### src/rtl/pattern_video_src.sv
// pattern_video_src: free-running video timing generator with selectable test patterns
// Ports:
//   clk          rising-edge clock
//   reset_1      synchronous active-low reset
//   en           run request; dropping it lets the current frame finish
//   src_sel      pattern select (0 h-ramp, 1 v-ramp, 2 checkerboard, 3 moving diagonal)
//   test_data    pixel data, zero outside the active region
//   test_dvalid  active-pixel qualifier
//   test_vsync   vertical sync
//   test_hsync   horizontal sync
//   sof          one-clock pulse with the first active pixel of a frame
//   frame_cnt    completed-frame count
module pattern_video_src #(
  parameter int IW      = 640,
  parameter int IH      = 512,
  parameter int DW      = 8,
  parameter int H_TOTAL = 1440,
  parameter int V_TOTAL = 600,
  parameter int SYNC_B  = 5,
  parameter int SYNC_E  = 55,
  parameter int VLD_B   = 65,
  parameter int H_VLD_B = 400,
  parameter int HS_W    = 40
) (
  input  logic          clk,
  input  logic          reset_1,
  input  logic          en,
  input  logic [1:0]    src_sel,
  output logic [DW-1:0] test_data,
  output logic          test_dvalid,
  output logic          test_vsync,
  output logic          test_hsync,
  output logic          sof,
  output logic [15:0]   frame_cnt
);
  localparam int HW = $clog2(H_TOTAL);
  localparam int VW = $clog2(V_TOTAL);
  localparam logic [1:0] IDLE  = 2'd0;
  localparam logic [1:0] RUN   = 2'd1;
  localparam logic [1:0] DRAIN = 2'd2;
  logic [1:0]    state_q, state_d, sel_q, sel_d;
  logic [HW-1:0] h_q, h_d;
  logic [VW-1:0] v_q, v_d;
  logic [15:0]   fc_q, fc_d;
  logic [DW-1:0] data_q, data_d, pix;
  logic          dv_q, dv_d, vs_q, vs_d, hs_q, hs_d, sof_q, sof_d;
  logic          run, h_end, f_end;
  int            x, y;
  assign run   = state_q != IDLE;
  assign h_end = h_q == HW'(H_TOTAL - 1);
  assign f_end = h_end && v_q == VW'(V_TOTAL - 1);
  always_comb begin
    state_d = state_q == IDLE ? (en ? RUN : IDLE) :
              en ? RUN : state_q == RUN ? DRAIN : f_end ? IDLE : DRAIN;
    h_d     = !run || h_end ? '0 : h_q + 1'b1;
    v_d     = !run || f_end ? '0 : h_end ? v_q + 1'b1 : v_q;
    fc_d    = run && f_end ? fc_q + 16'd1 : fc_q;
    // pattern only changes at a frame boundary so a frame is never mixed
    sel_d   = (state_q == IDLE && en) || (state_q == RUN && h_q == '0 && v_q == '0) ? src_sel : sel_q;
    x       = int'(h_q) - H_VLD_B;
    y       = int'(v_q) - VLD_B;
    dv_d    = run && x >= 0 && x < IW && y >= 0 && y < IH;
    pix     = sel_q == 2'd0 ? DW'(x) :
              sel_q == 2'd1 ? DW'(y) :
              sel_q == 2'd2 ? {DW{x[3] ^ y[3]}} : DW'(x + y + int'(fc_q));
    data_d  = dv_d ? pix : '0;
    vs_d    = run && int'(v_q) >= SYNC_B && int'(v_q) < SYNC_E;
    hs_d    = run && int'(h_q) < HS_W;
    sof_d   = dv_d && x == 0 && y == 0;
  end
  always_ff @(posedge clk) begin
    if (!reset_1) begin
      state_q <= IDLE;
      sel_q   <= '0;
      h_q     <= '0;
      v_q     <= '0;
      fc_q    <= '0;
      data_q  <= '0;
      dv_q    <= 1'b0;
      vs_q    <= 1'b0;
      hs_q    <= 1'b0;
      sof_q   <= 1'b0;
    end else begin
      state_q <= state_d;
      sel_q   <= sel_d;
      h_q     <= h_d;
      v_q     <= v_d;
      fc_q    <= fc_d;
      data_q  <= data_d;
      dv_q    <= dv_d;
      vs_q    <= vs_d;
      hs_q    <= hs_d;
      sof_q   <= sof_d;
    end
  end
  assign test_data   = data_q;
  assign test_dvalid = dv_q;
  assign test_vsync  = vs_q;
  assign test_hsync  = hs_q;
  assign sof         = sof_q;
  assign frame_cnt   = fc_q;
endmodule

### config.mk
export PLATFORM = sky130hd
export DESIGN_NAME = pattern_video_src
export DESIGN_NICKNAME = d
export VERILOG_FILES = /design/src/rtl/pattern_video_src.sv
export SDC_FILE = /design/constraint.sdc
export NUM_CORES = 1
export LEC_CHECK = 0
export ABC_AREA = 0
export CAP_MARGIN = 0
export CORE_MARGIN = 2
export CORE_UTILIZATION = 45
export DETAILED_ROUTE_END_ITERATION = 12
export PLACE_DENSITY = 0.68
export SYNTH_ARGS = -nofsm -noshare
export SYNTH_HDL_FRONTEND = slang
export SYNTH_SLANG_ARGS = --single-unit
### constraint.sdc
create_clock -name clk -period 4.7 [get_ports clk]
set_clock_uncertainty 0.1 [all_clocks]
set_input_delay 0.705 -clock clk [delete_from_list [all_inputs] [get_ports clk]]
set_output_delay 0.705 -clock clk [all_outputs]
set_load 0.005 [all_outputs]
== Word level (Yosys, flattened, before mapping) ==
Index checks and enable logic that the tools add are counted.
Storage, ports and cells
  register bits after elaboration: 53
  bits of input ports: 5
Cells by class
  $add $sub $neg: 7
  magnitude comparators: 7
  equality and inequality tests: 5
  multiplexer cells: 8
  bitwise logic cells: 2
  reductions and logical operators: 28
Operator list (count)
  $logic_not 32->1: 2
  $mux 8: 3
  $add 16x1->16 const B: 1
  $add 8x8->8: 2
  $logic_and 1x1->1: 14
  $ge 12x1->1 const B: 1
  $lt 12x11->1 const B: 1
  $sub 11x9->12 const B: 1
  $add 11x1->11 const B: 1
  $eq 11x11->1 const B: 1
  $ge 11x1->1 const B: 1
  $logic_not 11->1: 1
  $lt 11x11->1 const B: 1
  $lt 11x6->1 const B: 1
  $sub 10x7->11 const B: 1
  $add 10x1->10 const B: 1
  $eq 10x10->1 const B: 1
  $ge 10x3->1 const B: 1
  $logic_not 10->1: 1
  $lt 10x6->1 const B: 1
  $mux 2: 4
  $eq 2x1->1 const B: 2
  $logic_not 2->1: 2
  $reduce_or 2->1: 2
  8 further kinds: 10

== Longest topological paths before layout ==
Gate-level depths: netlist of the first run.
  depth after elaboration: 8
  gate-level depth with buffers: 12

== Worst setup path before layout of the first run ==
No wires, ideal clock.
  kind: reg-to-reg
  start: register v_q[0]
  end: register data_q[7] (netlist: test_data[7])
  library setup time: 115 ps
  arrival: 3089 ps
  required time: 4485 ps
  slack: 1396 ps
  stages on the path, launching flop included: 12
  clock period less this slack: 3304 ps
  path through: dfxtp_1 inv_1 ha_1 fa_1 inv_1 ha_1 fa_1 a211oi_1 o21bai_1 a21oi_1 xnor3_1 a2111oi_0
RTL lines
  start, declared: line 43  | logic [VW-1:0] v_q, v_d;
  start signal, assigned: line 87  | v_q <= v_d;
  end signal, assigned: line 89  | data_q <= data_d;
  end, declared: line 45  | logic [DW-1:0] data_q, data_d, pix;

==> qor_table.md, run 1 <==
| Step | Metric | This run |
|:---|:---|:---|
| outcome | Status | finished clean |
| sta | Final cycle utilization of the critical path | 78.5% |
| floorplan | Number of rows in the core area | 31 |
| detailed routing | Via/cell ratio | 5.50 |
| grt | Total global-route track usage | 19.0% |
| synth | Post-synthesis share of cell area spent on full adders, half adders and majority gates | 11.4% |
| detailed routing | Routed wire length | 7700 um |
| clock tree | Clock network latency to the later pin of the worst-skew pair | 0.31 ns |
| worst setup path | Critical Path Sink Type | flop |
| detailed routing | Detail-routed net length per standard cell | 14.8 um |
| worst setup path | Sequence of cells on the critical path | inv_1 > ha_1 > nor3b_1 > xnor2_1 > inv_1 > fa_1 > ha_1 > o21ai_0 > o21bai_1 > a21oi_1 > xnor3_1 > a2111oi_0 |
| floorplan | Placeable core region | 7290 sq um |
| synth | Number of cells produced by synthesis | 401 |
| layout | Design Area, Final | 3830 sq um |
| grt | Global-route met1 utilization | 26.6% |
| synth | Netlist area before placement | 3390 sq um |
| worst setup path | Maximum cell stage delay along the critical path | 0.51 ns |
| floorplan | Vertical extent of the die | 90.8 um |
| sta | Final Slew Violations | 0 |
| synth | Synth warnings | 0 |
| worst setup path | Largest fanout on the critical path | 9 |
| clock tree | Cts bufs inserted | 5 |
| worst setup path | Critical-path top delay cell | dfxtp_1 |
| synth | Avg Synthesized Cell Area | 8.46 sq um |
| power and ir drop | Switching Power | 0.177 mW |
| synth | Post-synthesis xor/xnor area fraction | 10.4% |
| clock tree | CTS H-Tree Depth | 2 |
| place | Count of buffers from port buffering | 32 |
| worst setup path | Data arrival time of the worst path | 3.75 ns |
| layout | Antenna fix cells | 0 |
| floorplan | Die Outline Area | 8250 sq um |
| grt | Pin count of the biggest net entering global routing | 23 |
| layout | Filler cells | 730 |
| synth | Post-synthesis share of cell area spent on and, or, nand and nor gates | 25.1% |
| place | Final GP Congestion | 0.875 |
| clock tree | Clock root cell | clkbuf_8 |
| grt | Vias in the first global route | 2580 |
| place | Area post-placement | 3750 sq um |
| worst setup path | Count of buffering cells on the critical path with inverters included | 2 |
| synth | Number of nets in the synthesized netlist | 432 |
| grt | Met3 demand-to-capacity share in global routing | 2.92% |
| power and ir drop | Combinational share of power | 5.6% |
| sta | Slew at the pin closest to its max-slew limit | 0.825 ns |
| grt | Most Crowded Layer GR | met2 |
| grt | Antenna violations before repair | 0 |
| sta | RSZ-0062 raised after global routing | false |
| power and ir drop | PwrDens | 196 nW/um^2 |
| detailed routing | First-iteration detailed-routing DRC count | 257 |
| synth | Mux cell area share after synthesis | 2.84% |
| floorplan | Width of the die | 90.8 um |
| run | Max_cap viols | 0 |
| detailed routing | Drt first pass iters | 6 |
| place | Detail Placement HPWL | 5830 um |
| synth | Number of synthesized register bits | 53 |
| sta | Maximum clock frequency | 271 MHz |
| power and ir drop | Share of total power in sequential cells | 61.0% |
| power and ir drop | Fraction of power spent switching nets | 23.6% |
| layout | Utilization after layout | 52.6% |
| synth | Synthesized-area fraction occupied by ao, oa, aoi and oai cells | 13.4% |
| clock tree | CTS tree | done |
| layout | Most common cell after layout, fill and taps aside | dfxtp_1 |
| layout | Count of non-filler cells in the finished layout | 519 |
| power and ir drop | Worst VDD drop | 0.154 mV |
| layout | Synth-to-Final Area Change | 13.0% |
| synth | Most used flip-flop cell after synthesis | dfxtp_1 |
| synth | Asr flop ratio synth | 0% |
| sta | Worst-case setup margin in the final layout | 1.01 ns |
| sta | Final Critical Period | 3.69 ns |
| clock tree | Post-CTS setup buffer count | 0 |
| worst setup path | Data required time at the worst endpoint | 4.77 ns |
| clock tree | Cts repair resizes | 0 |
| place | Post-place setup slack | 1.08 ns |
| layout | Fraction of final layout cells sized beyond drive strength 1 | 3.33% |
| power and ir drop | Leakage dissipation | 1.39 nW |
| worst setup path | Crit Path Class | reg -> reg |
| synth | Distinct cell type count of the synthesized netlist | 59 |
| place | Placed Cells incl. Taps | 511 |
| grt | Total congestion overflow | 0 |
| clock tree | Clock sink count | 53 |
| worst hold path | Kind of path behind the tightest hold check | reg -> reg |
| sta | Max-slew headroom at the worst pin | 44.5% |
| clock tree | CTS hold repair buffers | 0 |
| synth | Main combinational cell family by area after synthesis | simple AND/OR/NAND/NOR gates |
| detailed routing | Overall via count from detail_route | 2853 |
| layout | Net count, final | 450 |
| clock tree | Buffer levels on the longest clock path | 2 |
| detailed routing | Routed Antenna Nets | 0 |
| grt | Wire length of the first global-routing pass | 12800 um |
| synth | Post-synth EDFFs | 0 |
| detailed routing | Drc violations | 0 |
| sta | Worst hold slack | 0.391 ns |
| floorplan | IO Count | 33 |
| sta | Setup TNS | 0 ns |
| clock tree | Register clock-pin slew on the reported worst setup and hold paths | 0.09 ns |
| sta | # setup viols final | 0 |
| synth | Sequential-to-total area share from yosys stat | 31.3% |
| power and ir drop | Total Power | 0.752 mW |
| worst setup path | Family with the most delay on the worst path | adder cells |
| power and ir drop | Clock share of power | 33.4% |
| layout | Commonest non-fill, non-tap cells in the layout | dfxtp_1 (53), nor2_1 (40), clkdlybuf4s50_1 (32), nand2_1 (30), inv_1 (24) |
| sta | Hold violation total from the final report | 0 |
| grt | Met2 routing resource usage after global routing | 30.5% |
| floorplan | Starting density of the core | 46.5% |
| worst setup path | Kind of start point of the critical path | flop |
| power and ir drop | Internal power contribution | 0.574 mW |
[tightest hold or removal path: stages (launching register included)]
cell      delay (ns)
dfxtp_1         0.33
o31ai_1         0.07
a21boi_1        0.05
[logic make-up (layout without fill, tap and decap cells)]
group,after synthesis,count (layout)
adders and majority gates,26,26
muxes,7,7
DFF,53,53
and+or+nand+nor,163,163
xor gates and xnor gates,37,37
buffers and inverters,47,66
AOI/OAI and AO/OA,68,68
[final timing paths]
check	depth (start not counted)	slack (ns)	endpoint	startpoint
hold / removal	2	0.39	frame_cnt[15]	frame_cnt[15]
hold reg to reg	2	0.39	frame_cnt[15]	frame_cnt[15]
setup reg to reg	12	1.01	test_data[7]	v_q[0]
setup / recovery	12	1.01	test_data[7]	v_q[0]
[cell type report]
type	count	area (sq um)	share of cell area, %
sequential	53	1060	27.7
clock inverter	3	17.5	0.457
inverter	25	93.8	2.45
tap	99	124	3.23
multi-input combinational	301	2140	55.9
timing repair buffer	33	328	8.55
clock buffer	5	68.8	1.79
[Yosys cell counts, types with 3 or more instances]
master	count	share of area, %
dfxtp_1	53	31
nor2_1	40	4.4
nand2_1	30	3.3
inv_1	24	2.7
xor2_1	19	4.9
ha_1	18	6.6
xnor2_1	16	4.1
a21oi_1	15	2.2
clkbuf_1	14	1.5
nand3_1	13	1.9
o21ai_0	13	1.9
or3_1	13	2.4
nor3_1	10	1.5
and2_1	9	1.7
and3_1	9	1.7
fa_1	8	4.7
nor4_1	8	1.5
nand4_1	7	1.3
nand2b_1	6	1.1
a211oi_1	5	1.1
a21boi_0	5	1.1
buf_2	5	0.74
and4_1	4	1.0
mux2i_1	4	1.2
a21boi_1	3	0.66
a311oi_1	3	0.77
nor2b_1	3	0.55
[sequential cells by signal, indices dropped and copies added, names as in the netlist]
register     count
h_q             11
sel_q            2
v_q             10
state_q          2
test_data        8
test_vsync       1
test_dvalid      1
sof              1
test_hsync       1
frame_cnt       16
[metal layers]
metal	vias up	part of all wire, %
met5	-	0
met4	0	1.4
met3	8	4.4
met2	66	46
met1	1347	48
li1	1432	-
[power groups by stage]
stage	Combinational [mW]	Clock, mW	Sequential, mW
floorplan	0.0320	0	0.465
finish	0.0423	0.251	0.459
global placement	0.0423	0	0.469
detailed placement	0.0422	0	0.469
CTS	0.0423	0.259	0.459
global route	0.0472	0.276	0.460
No activity file was read; power rests on OpenSTA's default activity.
==> run 2, diff against run 1 <==
Clock period 4.7 ns to 3.5 ns, I/O delays scaled along.
==> run 2 against run 1 <==
Effect of this change: largest power group unchanged; first-iteration DRC count fell by 0.78%; global-route usage rose by 1.9 points; routed wire length rose by 6.2%.
==> qor_table.md, run 2 (synthesis results as in run 1) <==
| Step | Metric | This run | Change |
|:---|:---|:---|:---|
| outcome | Status | finished clean |  |
| floorplan | IO Count | 33 | unchanged |
| worst setup path | Critical Path Sink Type | flop |  |
| sta | Final Slew Violations | 0 | unchanged |
| power and ir drop | Combinational share of power | 5.8% | +0.2 points |
| layout | Synth-to-Final Area Change | 16.3% |  |
| sta | Max-slew headroom at the worst pin | 51.1% | +6.6 points |
| worst hold path | Instance count along the most critical hold path | 2 | unchanged |
| worst setup path | Family with the most delay on the worst path | adder cells |  |
| sta | Final Critical Period | 3.34 ns | -0.352 ns |
| worst setup path | Register-to-Register Path Depth | 11 | -1 |
| grt | Vias in the first global route | 2849 | +10% |
| sta | Slew at the pin closest to its max-slew limit | 0.727 ns | -0.0982 ns |
| worst setup path | Largest fanout on the critical path | 3 | -6 |
| floorplan | Vertical extent of the die | 90.8 um | unchanged |
| detailed routing | Routed Antenna Nets | 0 | unchanged |
| clock tree | Cts bufs inserted | 5 | unchanged |
| worst setup path | Kind of start point of the critical path | flop |  |
| power and ir drop | Worst VDD drop | 0.145 mV | -5.9% |
| clock tree | Buffer levels on the longest clock path | 2 | unchanged |
| power and ir drop | Share of total power in sequential cells | 60.1% | -0.9 points |
| worst setup path | Count of buffering cells on the critical path with inverters included | 2 | unchanged |
| power and ir drop | Fraction of power spent switching nets | 24.3% | +0.66 points |
| sta | Hold violation total from the final report | 0 | unchanged |
| detailed routing | Detail-routed net length per standard cell | 15.4 um | +3.8% |
| sta | Maximum clock frequency | 300 MHz | +11% |
| run | Max_cap viols | 0 | unchanged |
| sta | Final cycle utilization of the critical path | 95.3% | +17 points |
| power and ir drop | Internal power contribution | 0.776 mW | +35% |
| floorplan | Placeable core region | 7290 sq um | unchanged |
| detailed routing | Routed wire length | 8170 um | +6.2% |
| power and ir drop | Leakage dissipation | 1.46 nW | +4.6% |
| clock tree | Clock network latency to the later pin of the worst-skew pair | 0.31 ns | about the same |
| layout | Filler cells | 696 | -4.7% |
| grt | Pin count of the biggest net entering global routing | 22 | -4.3% |
| place | Placed Cells incl. Taps | 523 | +2.3% |
| layout | Fraction of final layout cells sized beyond drive strength 1 | 6.48% | +3.1 points |
| grt | Total global-route track usage | 20.8% | +1.9 points |
| place | Detail Placement HPWL | 6210 um | +6.6% |
| power and ir drop | PwrDens | 260 nW/um^2 | +32% |
| detailed routing | Drt first pass iters | 4 | -2 |
| power and ir drop | Switching Power | 0.249 mW | +40% |
| detailed routing | Drc violations | 0 | unchanged |
| layout | Flip-flop count of the largest register after layout | 16 | unchanged |
| grt | Antenna violations before repair | 0 | unchanged |
| worst setup path | Critical-path top delay cell | fa_1 |  |
| clock tree | Post-CTS setup buffer count | 0 | unchanged |
| place | Final GP Congestion | 0.903 | +3.3% |
| worst setup path | Sequence of cells on the critical path | inv_1 > ha_1 > fa_1 > inv_1 > ha_1 > fa_1 > a211oi_2 > o21bai_1 > a21oi_1 > xnor3_1 > a2111oi_1 |  |
| clock tree | Cts repair resizes | 0 | unchanged |
| clock tree | Register clock-pin slew on the reported worst setup and hold paths | 0.09 ns | about the same |
| grt | Wire length of the first global-routing pass | 13900 um | +9.1% |
| place | Count of buffers from port buffering | 32 | unchanged |
| sta | Setup TNS | 0 ns | unchanged |
| clock tree | CTS tree | done |  |
| layout | Count of non-filler cells in the finished layout | 531 | +2.3% |
| layout | Net count, final | 462 | +2.7% |
| clock tree | Clock sink count | 53 | unchanged |
| grt | Total congestion overflow | 0 | unchanged |
| detailed routing | Via/cell ratio | 5.56 | +1.1% |
| floorplan | Width of the die | 90.8 um | unchanged |
| floorplan | Die Outline Area | 8250 sq um | unchanged |
| worst setup path | Data arrival time of the worst path | 3.43 ns | -0.32 ns |
| layout | Most common cell after layout, fill and taps aside | dfxtp_1 |  |
| worst setup path | Maximum cell stage delay along the critical path | 0.49 ns | -0.02 ns |
| layout | Antenna fix cells | 0 | unchanged |
| worst hold path | Kind of path behind the tightest hold check | reg -> reg |  |
| clock tree | CTS hold repair buffers | 0 | unchanged |
| place | Post-place setup slack | 0.131 ns | -0.944 ns |
| detailed routing | Overall via count from detail_route | 2950 | +3.4% |
| worst setup path | Critical path depth in cells | 11 | -1 |
| clock tree | Clock root cell | clkbuf_8 |  |
| power and ir drop | Clock share of power | 34.0% | +0.6 points |
| detailed routing | First-iteration detailed-routing DRC count | 255 | -0.78% |
| worst setup path | Crit Path Class | reg -> reg |  |
| clock tree | CTS H-Tree Depth | 2 | unchanged |
| layout | Commonest non-fill, non-tap cells in the layout | dfxtp_1 (53), nor2_1 (40), clkdlybuf4s50_1 (32), nand2_1 (30), inv_1 (24) |  |
| worst setup path | Data required time at the worst endpoint | 3.60 ns | -1.17 ns |
| floorplan | Starting density of the core | 46.5% | unchanged |
| sta | # setup viols final | 0 | unchanged |
| sta | RSZ-0062 raised after global routing | false |  |
| sta | Worst-case setup margin in the final layout | 0.164 ns | -0.848 ns |
| floorplan | Number of rows in the core area | 31 | unchanged |
[run 2: cell types whose count changed in the layout (fill, tap and decap cells not counted)]
cell       before  now
clkinv_2        2    0
nor3_4          0    1
a211oi_1        5    4
nor3_1         10    9
clkbuf_1        0    2
nor3b_1         1    0
a2111oi_0       2    1
ha_2            0    1
a2111oi_1       0    1
nor3b_2         0    1
ha_1           18   17
a211oi_2        0    1
buf_4           1   13
[run 2: final cells by class]
cell class	instances	area, sq um	share of cell area, %
clock buffer	7	76.3	1.93
inverter	25	93.8	2.38
clock inverter	1	7.51	0.190
timing repair buffer	45	418	10.6
multi-input combinational	301	2170	54.9
sequential	53	1060	26.9
tap	99	124	3.14
[run 2: power by group through the flow]
stage               sequential (mW)  combinational (mW)  clock, mW
finish                        0.616              0.0599      0.349
global route                  0.618              0.0667      0.381
CTS                           0.616              0.0591      0.361
detailed placement            0.630              0.0587          0
global placement              0.630              0.0583          0
floorplan                     0.624              0.0429          0
[run 2: layer usage]
layer  part of all wire (%)  GRT usage, %
met1                     46          27.8
met2                     48          35.5
met3                    4.6          3.34
met4                    1.0          4.67
met5                      0             0
[run 2: through the flow]
stage	total power, mW	instance area, sq um	hold WS (ns)	utilization (%)
2_1_floorplan	0.667	3390	0.340	-
3_3_place_gp	0.689	3840	0.373	52.6
3_5_place_dp	0.689	3840	0.377	52.6
4_1_cts	1.04	3920	0.397	53.8
5_1_grt	1.07	3950	0.429	54.1
6_report	1.03	3950	0.391	54.1
[run 2: final timing paths]
path | start | to | slack (ns)
worst max-delay path | v_q[0] | test_data[7] | 0.16
worst min-delay path | frame_cnt[15] | frame_cnt[15] | 0.39
worst max register to register | v_q[0] | test_data[7] | 0.16
worst min register to register | frame_cnt[15] | frame_cnt[15] | 0.39
[run 2: worst register-to-register path, cell delays in order, from the launching register on]
cell	delay, ns
dfxtp_1	0.34
inv_1	0.08
ha_1	0.35
fa_1	0.49
inv_1	0.04
ha_1	0.22
fa_1	0.47
a211oi_2	0.24
o21bai_1	0.11
a21oi_1	0.18
xnor3_1	0.23
a2111oi_1	0.38
